[src/rtl/circle_layer_renderer.sv]
// VGA layer that draws up to NUM_OBJ filled circles over a background colour.
// Three-stage distance pipeline; circle centres are latched during vertical blanking.
module circle_layer_renderer #(
  parameter int                    NUM_OBJ = 2,
  parameter int                    ROW_W   = 9,
  parameter int                    COL_W   = 10,
  parameter int                    RADIUS  = 30,
  parameter logic [23:0]           BG_RGB  = 24'hFFFFFF,
  // object 0 occupies the low 24 bits: blue, object 1 red
  parameter logic [24*NUM_OBJ-1:0] OBJ_RGB = {24'hFF0000, 24'h0000FF}
) (
  input  logic                     clk25,
  input  logic                     rst,
  input  logic                     Hactive,
  input  logic                     Vactive,
  input  logic                     enable,
  input  logic [NUM_OBJ*ROW_W-1:0] obj_row,
  input  logic [NUM_OBJ*COL_W-1:0] obj_col,
  input  logic [NUM_OBJ-1:0]       obj_en,
  output logic [7:0]               R,
  output logic [7:0]               G,
  output logic [7:0]               B,
  output logic                     de_out
);

  localparam int D2_W = 2*COL_W + 1;
  localparam logic [D2_W-1:0] R2 = D2_W'(RADIUS*RADIUS);

  logic [COL_W-1:0]         col;
  logic [ROW_W-1:0]         row;
  logic                     hactive_d;
  logic [NUM_OBJ*ROW_W-1:0] srow;
  logic [NUM_OBJ*COL_W-1:0] scol;
  logic [NUM_OBJ-1:0]       sen;

  logic [COL_W-1:0]         dx_c  [NUM_OBJ];
  logic [ROW_W-1:0]         dy_c  [NUM_OBJ];
  logic [COL_W-1:0]         dx_s1 [NUM_OBJ];
  logic [ROW_W-1:0]         dy_s1 [NUM_OBJ];
  logic [NUM_OBJ-1:0]       oen_s1;
  logic                     en_s1, de_s1;

  logic [D2_W-1:0]          d2_c  [NUM_OBJ];
  logic [NUM_OBJ-1:0]       hit_c;
  logic [NUM_OBJ-1:0]       hit_s2;
  logic                     en_s2, de_s2;

  logic [23:0]              rgb_c;

  always_ff @(posedge clk25 or posedge rst) begin
    if (rst) begin
      col       <= '0;
      row       <= '0;
      hactive_d <= 1'b0;
      srow      <= '0;
      scol      <= '0;
      sen       <= '0;
    end else begin
      hactive_d <= Hactive;
      if (!Hactive)
        col <= '0;
      else if (Vactive && col != '1)
        col <= col + 1'b1;
      if (!Vactive)
        row <= '0;
      else if (hactive_d && !Hactive && row != '1)
        row <= row + 1'b1;
      // positions only follow the inputs during vertical blanking so a frame never tears
      if (!Vactive) begin
        srow <= obj_row;
        scol <= obj_col;
        sen  <= obj_en;
      end
    end
  end

  always_comb begin
    for (int i = 0; i < NUM_OBJ; i++) begin
      dx_c[i] = (col >= scol[i*COL_W +: COL_W]) ? col - scol[i*COL_W +: COL_W]
                                                : scol[i*COL_W +: COL_W] - col;
      dy_c[i] = (row >= srow[i*ROW_W +: ROW_W]) ? row - srow[i*ROW_W +: ROW_W]
                                                : srow[i*ROW_W +: ROW_W] - row;
    end
  end

  always_ff @(posedge clk25 or posedge rst) begin
    if (rst) begin
      for (int i = 0; i < NUM_OBJ; i++) begin
        dx_s1[i] <= '0;
        dy_s1[i] <= '0;
      end
      oen_s1 <= '0;
      en_s1  <= 1'b0;
      de_s1  <= 1'b0;
    end else begin
      for (int i = 0; i < NUM_OBJ; i++) begin
        dx_s1[i] <= dx_c[i];
        dy_s1[i] <= dy_c[i];
      end
      oen_s1 <= sen;
      en_s1  <= enable;
      de_s1  <= Hactive & Vactive;
    end
  end

  always_comb begin
    for (int i = 0; i < NUM_OBJ; i++) begin
      d2_c[i]  = D2_W'(dx_s1[i]) * D2_W'(dx_s1[i]) + D2_W'(dy_s1[i]) * D2_W'(dy_s1[i]);
      hit_c[i] = oen_s1[i] && (d2_c[i] <= R2);
    end
  end

  always_ff @(posedge clk25 or posedge rst) begin
    if (rst) begin
      hit_s2 <= '0;
      en_s2  <= 1'b0;
      de_s2  <= 1'b0;
    end else begin
      hit_s2 <= hit_c;
      en_s2  <= en_s1;
      de_s2  <= de_s1;
    end
  end

  // scan from the top index down so the lowest-index hit is the one left standing
  always_comb begin
    rgb_c = BG_RGB;
    for (int i = NUM_OBJ-1; i >= 0; i--)
      if (hit_s2[i]) rgb_c = OBJ_RGB[24*i +: 24];
    if (!(de_s2 && en_s2)) rgb_c = '0;
  end

  always_ff @(posedge clk25 or posedge rst) begin
    if (rst) begin
      R      <= '0;
      G      <= '0;
      B      <= '0;
      de_out <= 1'b0;
    end else begin
      R      <= rgb_c[23:16];
      G      <= rgb_c[15:8];
      B      <= rgb_c[7:0];
      de_out <= de_s2;
    end
  end

endmodule

[config.mk]
export PLATFORM = sky130hd
export DESIGN_NAME = circle_layer_renderer
export DESIGN_NICKNAME = d
export VERILOG_FILES = /design/src/rtl/circle_layer_renderer.sv
export SDC_FILE = /design/constraint.sdc
export NUM_CORES = 1
export LEC_CHECK = 0
export ABC_CLOCK_PERIOD_IN_PS = 6700
export BUFFER_PORTS_ARGS = -buffer_cell sky130_fd_sc_hd__buf_2
export CORE_ASPECT_RATIO = 2
export CORE_UTILIZATION = 45
export CTS_CLUSTER_DIAMETER = 80
export CTS_CLUSTER_SIZE = 28
export DETAILED_ROUTE_END_ITERATION = 8
export PLACE_DENSITY = 0.67
export SLEW_MARGIN = 40
export SYNTH_ARGS = -nofsm -noshare
export SYNTH_HDL_FRONTEND = slang
export SYNTH_SLANG_ARGS = --single-unit
[constraint.sdc]
create_clock -name clk25 -period 6.7 [get_ports clk25]
set_input_delay 1.34 -clock clk25 [delete_from_list [all_inputs] [get_ports clk25]]
set_output_delay 1.34 -clock clk25 [all_outputs]
set_load 0.1 [all_outputs]
==> results of run 1 <==
[routing by layer]
metal	routed length [µm]	vias up
met2	23100	245
met3	747	142
li1	-	6010
met1	14100	6342
met4	2960	0
met5	0	-
[layout make-up]
type	count	area [µm²]
multi-input cells	1281	12800
repair buffers	81	439
clock inverters	6	68.8
clock buffers	10	229
flip-flops and latches	110	2750
inverters	428	1610
well taps	515	644
fillers	3697	19600
[metrics by stage]
step / area [µm²] / hold WS (ps) / setup WS [ps] / util [%]
3_3_place_gp: 18200 / 339 / 402 / 47.8
5_1_grt: 18500 / 398 / 56.0 / 48.6
4_1_cts: 18500 / 372 / 200 / 48.6
3_5_place_dp: 18200 / 352 / 224 / 47.8
6_report: 18500 / 371 / 371 / 48.6
2_1_floorplan: 17500 / 331 / 697 / -
[registers in the layout, summed over array words and instances (netlist names), 2 cells and up]
| signal | count |
|---|---|
| srow | 18 |
| col | 10 |
| oen_s1 | 2 |
| scol | 20 |
| sen | 2 |
| hit_s2 | 2 |
| dx_s1 | 20 |
| row | 9 |
| dy_s1 | 18 |
[final timing paths]
path	from	to	slack, ps	depth (start not counted)
worst min register to register	sen[1]$_DFFE_PP0N_	oen_s1[1]$_DFF_PP0_	370	0
worst max-delay path	dy_s1[2]$_DFF_PP0_	hit_s2[1]$_DFF_PP0_	370	19
min in group asynchronous	rst	srow[2]$_DFFE_PP0N_	1090	2
max in group asynchronous	rst	scol[0]$_DFFE_PP0N_	4630	3
worst min-delay path	sen[1]$_DFFE_PP0N_	oen_s1[1]$_DFF_PP0_	370	0
worst max register to register	dy_s1[2]$_DFF_PP0_	hit_s2[1]$_DFF_PP0_	370	19
[kinds of logic after synthesis]
group | after synthesis | synth area share (%)
flip-flops | 110 | 15.7
AND/OR/NAND/NOR | 442 | 13.5
adder cells (fa/ha/maj) | 445 | 41.7
AO/OA/AOI/OAI | 245 | 9.54
XOR/XNOR | 74 | 3.71
multiplexers | 75 | 4.65
buffers and inverters | 492 | 11.1
[cell usage in the layout (no fill, tap or decap), drive strengths merged, types with 6 or more instances in the layout]
cell type and count:
ha 215, xor2 24, nor4 6, and3 6
o21a 11, dfrtp 110, a21oi 65, xnor2 50
fa 230, o21ai 46, nand2b 23, nor3 19
nor2 67, mux2 47, nand3 24, a31oi 14
inv 431, clkbuf 10, and2 116, mux2i 28
nand4 17, o21bai 12, a21o 28, nor2b 35
buf 81, nand2 100
[worst register-to-register path, cell delays in order (launching register included)]
cell and delay (ps):
dfrtp_1 520, and2_1 240, fa_1 540, fa_1 430, ha_1 330, fa_1 530
inv_1 60, fa_1 500, fa_1 610, inv_1 60, ha_1 280, a21o_1 160
a21o_1 250, a2111oi_4 420, nor3_1 170, or3_1 360, nand3_1 100, a21oi_1 90
or3_1 300, a221oi_1 280
==> summary.md, run 1 <==
| Metric | Value |
|---|---|
| Clock Latency Late Sink | `around 380 ps` |
| Top cell type's share of synthesized area | `between 20% and 30%` |
| DRT antenna net count | `0` |
| Most common cell in the netlist | `inv_1` |
| DRT iter0 DRCs | `approximately 440` |
| Num Clock Sinks | `110` |
| Crit path launch type | `register` |
| Critical path's slowest cell | `fa_1` |
| Ant. Diodes | `0` |
| Grt met3 use | `1.94%` |
| CTS Buf Count | `9` |
| #FFs+latches synth | `110` |
| Postcts setup bufs | `0` |
| Register area share after synthesis | `15.7%` |
| Final Hold Vio Count | `0` |
| Die width | `141 µm` |
| Post-Syn Area | `around 0.017 mm²` |
| Crit path max-delay family | `adder cells` |
| Post-Route Skew | `around 14 ps` |
| Max Clock Freq | `~160 MHz` |
| RSZ-0062 raised after global routing | `no` |
| Yosys Warn Count | `0` |
| Starting Density | `between 40% and 50%` |
| Worst-path cell chain | `and2_1 -> fa_1 -> fa_1 -> ha_1 -> fa_1 -> inv_1 -> fa_1 -> fa_1 -> inv_1 -> ha_1 -> a21o_1 -> a21o_1 -> a2111oi_4 -> nor3_1 -> or3_1 -> nand3_1 -> a21oi_1 -> or3_1 -> a221oi_1` |
| Via-to-Cell Ratio | `roughly 5.2` |
| HP Class | `reg -> reg` |
| Vias in the first global route | `~14k` |
| Slowest stage delay, CP | `approximately 610 ps` |
| HPWL Detailed | `around 35 mm` |
| # IOs | `70` |
| Worst-Margin Slew | `approximately 800 ps` |
| Largest cells by area after synthesis | `fa_1 26%, dfrtp_1 16%, ha_1 15%, inv_1 9.2%, and2_1 4.1%` |
| Cts hold-fix bufs | `0` |
| Fin crit period | `roughly 6300 ps` |
| Cell variety after synth | `78` |
| Crit end category | `register` |
| Post-synth EDFFs | `0` |
| M1 GR Usage | `a little over a fifth` |
| Total Neg Setup Slack | `0 ps` |
| CP Class | `reg -> reg` |
| GP Congestion | `about 0.9` |
| CP max FO | `13` |
| First-pass GRT wire length | `slightly below 70 mm` |
| Pin count of the biggest net entering global routing | `57` |
| CTS root buffer | `clkbuf_16` |
| Max Slew Vio Count | `0` |
| Initial antenna violation count | `0` |
| Final wirelength | `between 40 and 50 mm` |
| Global routing's busiest layer | `met2` |
| Final setup violating endpoints | `0` |
| Synth Area per Inst | `roughly 9.3 µm²` |
| All-layer global routing usage | `roughly 22%` |
| Final net count | `between 2k and 2.5k` |
| Overflow after GRT | `0` |
| Area delta synth->final | `6.05%` |
| Most frequent CP cell | `fa_1` |
| Post-Syn Instances | `around 1.9k` |
| WL/cell | `about 17 µm` |
| Layout cells sized above 1 | `just under 9%` |
| TritonCTS clock tree | `built` |
| Non-filler cells, final | `about 2.4k` |
| Drt drc | `0` |
| Routed via count | `about 13k` |
| First-pass DRT Iterations | `5` |
| Max_cap viols | `0` |
| Syn nets | `between 2k and 2.5k` |
| I/O Buffers | `69` |
| Asr flop ratio synth | `100%` |
| CTS resizes | `0` |
| Cells after DPL | `2415` |
| Worst-case clock buffer depth | `2` |
| Crit path required time | `about 7000 ps` |
| Worst path buffer plus inverter count | `2` |
| Cell taking the most area after synthesis | `fa_1` |
| Status | `complete, no violations` |
| Met2 Track Usage GR | `around 44%` |
| Die height | `between 200 and 300 µm` |
| Post-route clock period utilization | `around 94%` |
| Top cells by count, synth | `428 x inv_1, 230 x fa_1, 215 x ha_1` |
| Top_reg_cell synth | `dfrtp_1` |
| H-tree levels | `3` |
| DIE AREA | `about 0.04 mm²` |
| WP data arrival | `~6600 ps` |
| Core area | `~0.038 mm²` |
| Row count | `101` |
| Clock slew at reported path FFs | `~80 ps` |
| Max-slew headroom | `a little under half` |
Power of run 1 is not shown: default switching activity piles up to over one toggle a cycle in this logic, so the estimate is an artifact.
==> inputs of run 2 (changes only) <==
CELL_PAD_IN_SITES_DETAIL_PLACEMENT = 2   (was unset)
CELL_PAD_IN_SITES_GLOBAL_PLACEMENT = 2   (was unset)
CORE_UTILIZATION = 42   (was 45)
CTS_BUF_LIST = sky130_fd_sc_hd__clkbuf_16   (was unset)
PLACE_DENSITY = 0.9   (was 0.67)
==> summary.md, run 2 (synthesized netlist as in run 1, its figures left out) <==
| Metric | Value |
|---|---|
| HP Class | `reg -> reg (unchanged)` |
| TritonCTS clock tree | `built (unchanged)` |
| Layout cells sized above 1 | `12.3% (was 8.72%)` |
| Worst-case clock buffer depth | `2 (unchanged)` |
| Num Clock Sinks | `110 (unchanged)` |
| Max Clock Freq | `150 MHz (was 158 MHz)` |
| Most frequent CP cell | `fa_1 (unchanged)` |
| Final wirelength | `76.2 mm (was 40.9 mm)` |
| Biggest regs | `dx_s1 x20, scol x20 (unchanged)` |
| WL/cell | `30.8 µm (was 16.8 µm)` |
| Slowest stage delay, CP | `550 ps (was 610 ps)` |
| Commonest cells after routing, fill and taps aside | `424 x inv_1, 227 x fa_1, 212 x ha_1 (was 427 x inv_1, 230 x fa_1, 215 x ha_1)` |
| # IOs | `70 (unchanged)` |
| Overflow after GRT | `0 (unchanged)` |
| Fin crit period | `6680 ps (was 6330 ps)` |
| Critical path's slowest cell | `fa_1 (unchanged)` |
| Starting Density | `42.7% (was 45.8%)` |
| Crit path max-delay family | `adder cells (unchanged)` |
| Row count | `105 (was 101)` |
| Initial antenna violation count | `6 (was 0)` |
| Core area | `0.0410 mm² (was 0.0382 mm²)` |
| Pin count of the biggest net entering global routing | `70 (was 57)` |
| Commonest non-fill, non-tap cell in the layout | `inv_1 (unchanged)` |
| Via-to-Cell Ratio | `5.96 (was 5.24)` |
| Status | `complete, no violations (unchanged)` |
| Worst path buffer plus inverter count | `5 (was 2)` |
| I/O Buffers | `69 (unchanged)` |
| Post-Route Skew | `12.4 ps (was 14.4 ps)` |
| CP Class | `reg -> reg (unchanged)` |
| Crit end category | `register (unchanged)` |
| Max_cap viols | `0 (unchanged)` |
| H-tree levels | `3 (unchanged)` |
| CTS root buffer | `clkbuf_16 (unchanged)` |
| First-pass GRT wire length | `110 mm (was 68.4 mm)` |
| Max-slew headroom | `41.5% (was 45.6%)` |
| Final setup violating endpoints | `0 (unchanged)` |
| Post-route clock period utilization | `99.7% (was 94.5%)` |
| Die width | `146 µm (was 141 µm)` |
| Final Hold Vio Count | `0 (unchanged)` |
| Non-filler cells, final | `2476 (was 2431)` |
| DIE AREA | `0.0425 mm² (was 0.0397 mm²)` |
| Drt drc | `0 (unchanged)` |
| CTS Buf Count | `9 (unchanged)` |
| Final net count | `2421 (was 2401)` |
| All-layer global routing usage | `35.3% (was 22.3%)` |
| Crit path launch type | `register (unchanged)` |
| Worst-path cell chain | `nand2_1 -> inv_1 -> fa_1 -> fa_1 -> inv_1 -> fa_1 -> inv_1 -> fa_1 -> fa_1 -> inv_1 -> fa_1 -> inv_1 -> ha_1 -> or2_2 -> and2_1 -> nor2_1 -> nor3_2 -> or3_1 -> nand3_1 -> a21oi_1 -> or3_1 -> a221oi_1 (was and2_1 -> fa_1 -> fa_1 -> ha_1 -> fa_1 -> inv_1 -> fa_1 -> fa_1 -> inv_1 -> ha_1 -> a21o_1 -> a21o_1 -> a2111oi_4 -> nor3_1 -> or3_1 -> nand3_1 -> a21oi_1 -> or3_1 -> a221oi_1)` |
| Clock Latency Late Sink | `410 ps (was 380 ps)` |
| Routed via count | `14.7k (was 12.7k)` |
| WP data arrival | `6990 ps (was 6610 ps)` |
| Area delta synth->final | `7.92% (was 6.05%)` |
| First-pass DRT Iterations | `4 (was 5)` |
| Clock slew at reported path FFs | `90 ps (was 80 ps)` |
| HPWL Detailed | `54.7 mm (was 35.2 mm)` |
| Cells after DPL | `2433 (was 2415)` |
| Crit path required time | `7020 ps (was 6980 ps)` |
| Worst-Margin Slew | `869 ps (was 808 ps)` |
| DRT antenna net count | `0 (unchanged)` |
| Die height | `291 µm (was 281 µm)` |
| Vias in the first global route | `17.9k (was 14.2k)` |
| CP max FO | `5 (was 13)` |
| Max Slew Vio Count | `0 (unchanged)` |
| Cts hold-fix bufs | `0 (unchanged)` |
| DRT iter0 DRCs | `724 (was 436)` |
| GP Congestion | `0.883 (was 0.892)` |
[run 2: metal layers]
layer / vias up / track usage (%) / routed length, µm / part of all wire [%]
met1: 7545 / 29.8 / 22800 / 30
li1: 6047 / - / - / -
met4: 0 / 35.0 / 9250 / 12
met3: 475 / 6.14 / 3140 / 4.1
met5: - / 0 / 0 / 0
met2: 682 / 66.8 / 41000 / 54
[run 2: layout make-up]
type,instances,area (µm²)
Antenna cell,5,12.5
Clock buffer,9,225
Multi-Input combinational cell,1281,12900
Inverter,428,1610
Timing Repair Buffer,101,589
Tap cell,535,669
Clock inverter,7,96.3
Sequential cell,110,2790
Fill cell,4415,22100
[run 2: path summary, 6_finish.rpt]
path                                     from                   to  slack, ps  depth (start not counted)
max                        dx_s1[2]$_DFF_PP0_  hit_s2[1]$_DFF_PP0_         20                         22
min in group asynchronous                 rst   col[0]$_DFFE_PP0P_       1060                          2
min                           en_s1$_DFF_PP0_      en_s2$_DFF_PP0_        370                          0
min reg2reg                   en_s1$_DFF_PP0_      en_s2$_DFF_PP0_        370                          0
max reg2reg                dx_s1[2]$_DFF_PP0_  hit_s2[1]$_DFF_PP0_         20                         22
max in group asynchronous                 rst   dy_s1[7]$_DFF_PP0_       4430                          3
[run 2: through the flow]
step                setup TNS, ps  setup slack (ps)  hold slack (ps)  utilization [%]  instance area, µm²
floorplan                       0               697              331                -               17500
global placement                0               390              341             44.5               18200
detailed placement              0              13.8              342             44.5               18200
CTS                             0              1.30              373             45.4               18600
global route                 -196              -158              385             46.0               18900
finish                          0              22.1              367             46.1               18900
[run 2: worst reg2reg max path: cells and delay by family, from the launching register on]
family	cells	cell delay (ps)
adder cells (fa/ha/maj)	7	3470
AND/OR/NAND/NOR	8	1900
buffers and inverters	5	400
AO/OA/AOI/OAI	2	340
flip-flops	1	510
[run 2: repair_timing]
action,4_1_cts,5_1_grt
resized for setup,15,41
gates cloned,0,0
setup endpoints to repair,2,2
pin swaps,0,3
setup buffers,4,18
Power of run 2 is left out for the same reason.
==> inputs of run 3 (changes only) <==
RECOVER_POWER = 25   (was unset)
==> summary.md, run 3 (synthesized netlist as in run 1, its figures left out) <==
| Metric | Value |
|---|---|
| HP Class | `reg -> reg (unchanged)` |
| I/O Buffers | `69 (unchanged)` |
| Crit path launch type | `register (unchanged)` |
| Cells after DPL | `2433 (unchanged)` |
| Starting Density | `42.7% (unchanged)` |
| DRT iter0 DRCs | `725 (was 724)` |
| WP data arrival | `7000 ps (was 6990 ps)` |
| CP max FO | `5 (unchanged)` |
| Crit end category | `register (unchanged)` |
| Status | `complete, but fails checks (was complete, no violations)` |
| Commonest cells after routing, fill and taps aside | `424 x inv_1, 227 x fa_1, 212 x ha_1 (unchanged)` |
| DRT antenna net count | `0 (unchanged)` |
| All-layer global routing usage | `35.3% (unchanged)` |
| First-pass DRT Iterations | `4 (unchanged)` |
| Non-filler cells, final | `2476 (unchanged)` |
| Vias in the first global route | `17.9k (unchanged)` |
| HPWL Detailed | `54.7 mm (unchanged)` |
| Overflow after GRT | `0 (unchanged)` |
| Clock slew at reported path FFs | `90 ps (about the same)` |
| GP Congestion | `0.883 (unchanged)` |
| Failing checks | `max-capacitance violations, max-slew violations` |
| Die height | `291 µm (unchanged)` |
| Fin crit period | `6680 ps (about the same)` |
| Post-route clock period utilization | `99.7% (about the same)` |
| Layout cells sized above 1 | `12.2% (was 12.3%)` |
| CTS Buf Count | `9 (unchanged)` |
| # IOs | `70 (unchanged)` |
| Hold path start | `en_s1$_DFF_PP0_ (unchanged)` |
| Biggest regs | `dx_s1 x20, scol x20 (unchanged)` |
| Worst Reg-to-Reg Cells | `22 (unchanged)` |
| Max Clock Freq | `150 MHz (about the same)` |
| TritonCTS clock tree | `built (unchanged)` |
| Die width | `146 µm (unchanged)` |
| Post-Route Skew | `12.4 ps (about the same)` |
| Crit path required time | `7020 ps (about the same)` |
| Worst-case clock buffer depth | `2 (unchanged)` |
| Worst Hold Depth | `0 (unchanged)` |
| Clock Latency Late Sink | `410 ps (about the same)` |
| DIE AREA | `0.0425 mm² (unchanged)` |
| First-pass GRT wire length | `110 mm (unchanged)` |
| Final wirelength | `76.2 mm (about the same)` |
| Routed via count | `14.8k (was 14.7k)` |
| WL/cell | `30.8 µm (about the same)` |
| Worst Setup SP | `dx_s1[2]$_DFF_PP0_ (unchanged)` |
| Via-to-Cell Ratio | `5.96 (about the same)` |
| Core area | `0.0410 mm² (unchanged)` |
| Max Slew Vio Count | `70 (was 0)` |
| Drt drc | `0 (unchanged)` |
| Final net count | `2421 (unchanged)` |
| CTS root buffer | `clkbuf_16 (unchanged)` |
| CP Class | `reg -> reg (unchanged)` |
| Area delta synth->final | `7.89% (was 7.92%)` |
| Final Hold Vio Count | `0 (unchanged)` |
| Max_cap viols | `1 (was 0)` |
| Pin count of the biggest net entering global routing | `70 (unchanged)` |
| Initial antenna violation count | `6 (unchanged)` |
| Max-slew headroom | `-146% (was 41.5%)` |
| Num Clock Sinks | `110 (unchanged)` |
| Reg2reg start | `dx_s1[2]$_DFF_PP0_ (unchanged)` |
| Commonest non-fill, non-tap cell in the layout | `inv_1 (unchanged)` |
| Final setup violating endpoints | `0 (unchanged)` |
| Worst-Margin Slew | `3680 ps (was 869 ps)` |
| H-tree levels | `3 (unchanged)` |
| Row count | `105 (unchanged)` |
[run 3: cell types whose count changed in the layout (fill, tap and decap cells not counted)]
cell | previous run | this run
inv_6 | 2 | 1
clkinvlp_2 | 0 | 1
clkbuf_1 | 0 | 1
buf_2 | 69 | 68
[run 3: path summary, 6_finish.rpt]
check	slack, ps	endpoint
worst max-delay path	20	hit_s2[1]$_DFF_PP0_
worst min-delay path	370	en_s2$_DFF_PP0_
worst max register to register	20	hit_s2[1]$_DFF_PP0_
worst min register to register	370	en_s2$_DFF_PP0_
max in group asynchronous	2770	dy_s1[7]$_DFF_PP0_
min in group asynchronous	2000	col[0]$_DFFE_PP0P_
[run 3: repair_timing]
| action | in CTS | in global routing |
|---|---|---|
| resized for setup | 15 | 41 |
| hold endpoints to repair | 0 | 0 |
| buffers inserted | 4 | 18 |
| setup endpoints to repair | 2 | 2 |
| hold buffers | 0 | 0 |
| pin swaps | 0 | 3 |
[run 3: worst max-delay path, cell delays in order (launching register included)]
cell and delay (ps):
dfrtp_2 510, nand2_1 310, inv_1 140, fa_1 490
fa_1 550, inv_1 70, fa_1 540, inv_1 70
fa_1 480, fa_1 500, inv_1 70, fa_1 540
inv_1 50, ha_1 370, or2_2 360, and2_1 220
nor2_1 140, nor3_2 90, or3_1 350, nand3_1 100
a21oi_1 90, or3_1 310, a221oi_1 250
[run 3: final cells by class]
type / count / area (µm²)
Fill cell: 4417 / 22100
Clock buffer: 9 / 225
Clock inverter: 7 / 96.3
Tap cell: 535 / 669
Multi-Input combinational cell: 1281 / 12900
Sequential cell: 110 / 2790
Timing Repair Buffer: 101 / 588
Antenna cell: 5 / 12.5
Inverter: 428 / 1610
[run 3: layer usage]
layer  vias to the layer above  global-route usage (%)  part of all wire, %
li1                       6048                       -                    -
met4                         0                    35.0                   12
met2                       675                    66.8                   54
met3                       470                    6.14                  4.1
met1                      7563                    29.8                   30
met5                         -                       0                    0
[run 3: metrics by stage]
step | cell area [µm²] | util, % | TNS, ps | hold slack [ps] | setup WS (ps)
6_report | 18900 | 46.0 | 0 | 367 | 21.4
5_1_grt | 18900 | 46.0 | -196 | 385 | -158
4_1_cts | 18600 | 45.4 | 0 | 373 | 1.30
3_5_place_dp | 18200 | 44.5 | 0 | 342 | 13.8
3_3_place_gp | 18200 | 44.5 | 0 | 341 | 390
2_1_floorplan | 17500 | - | 0 | 331 | 697
Power of run 3 is left out for the same reason.
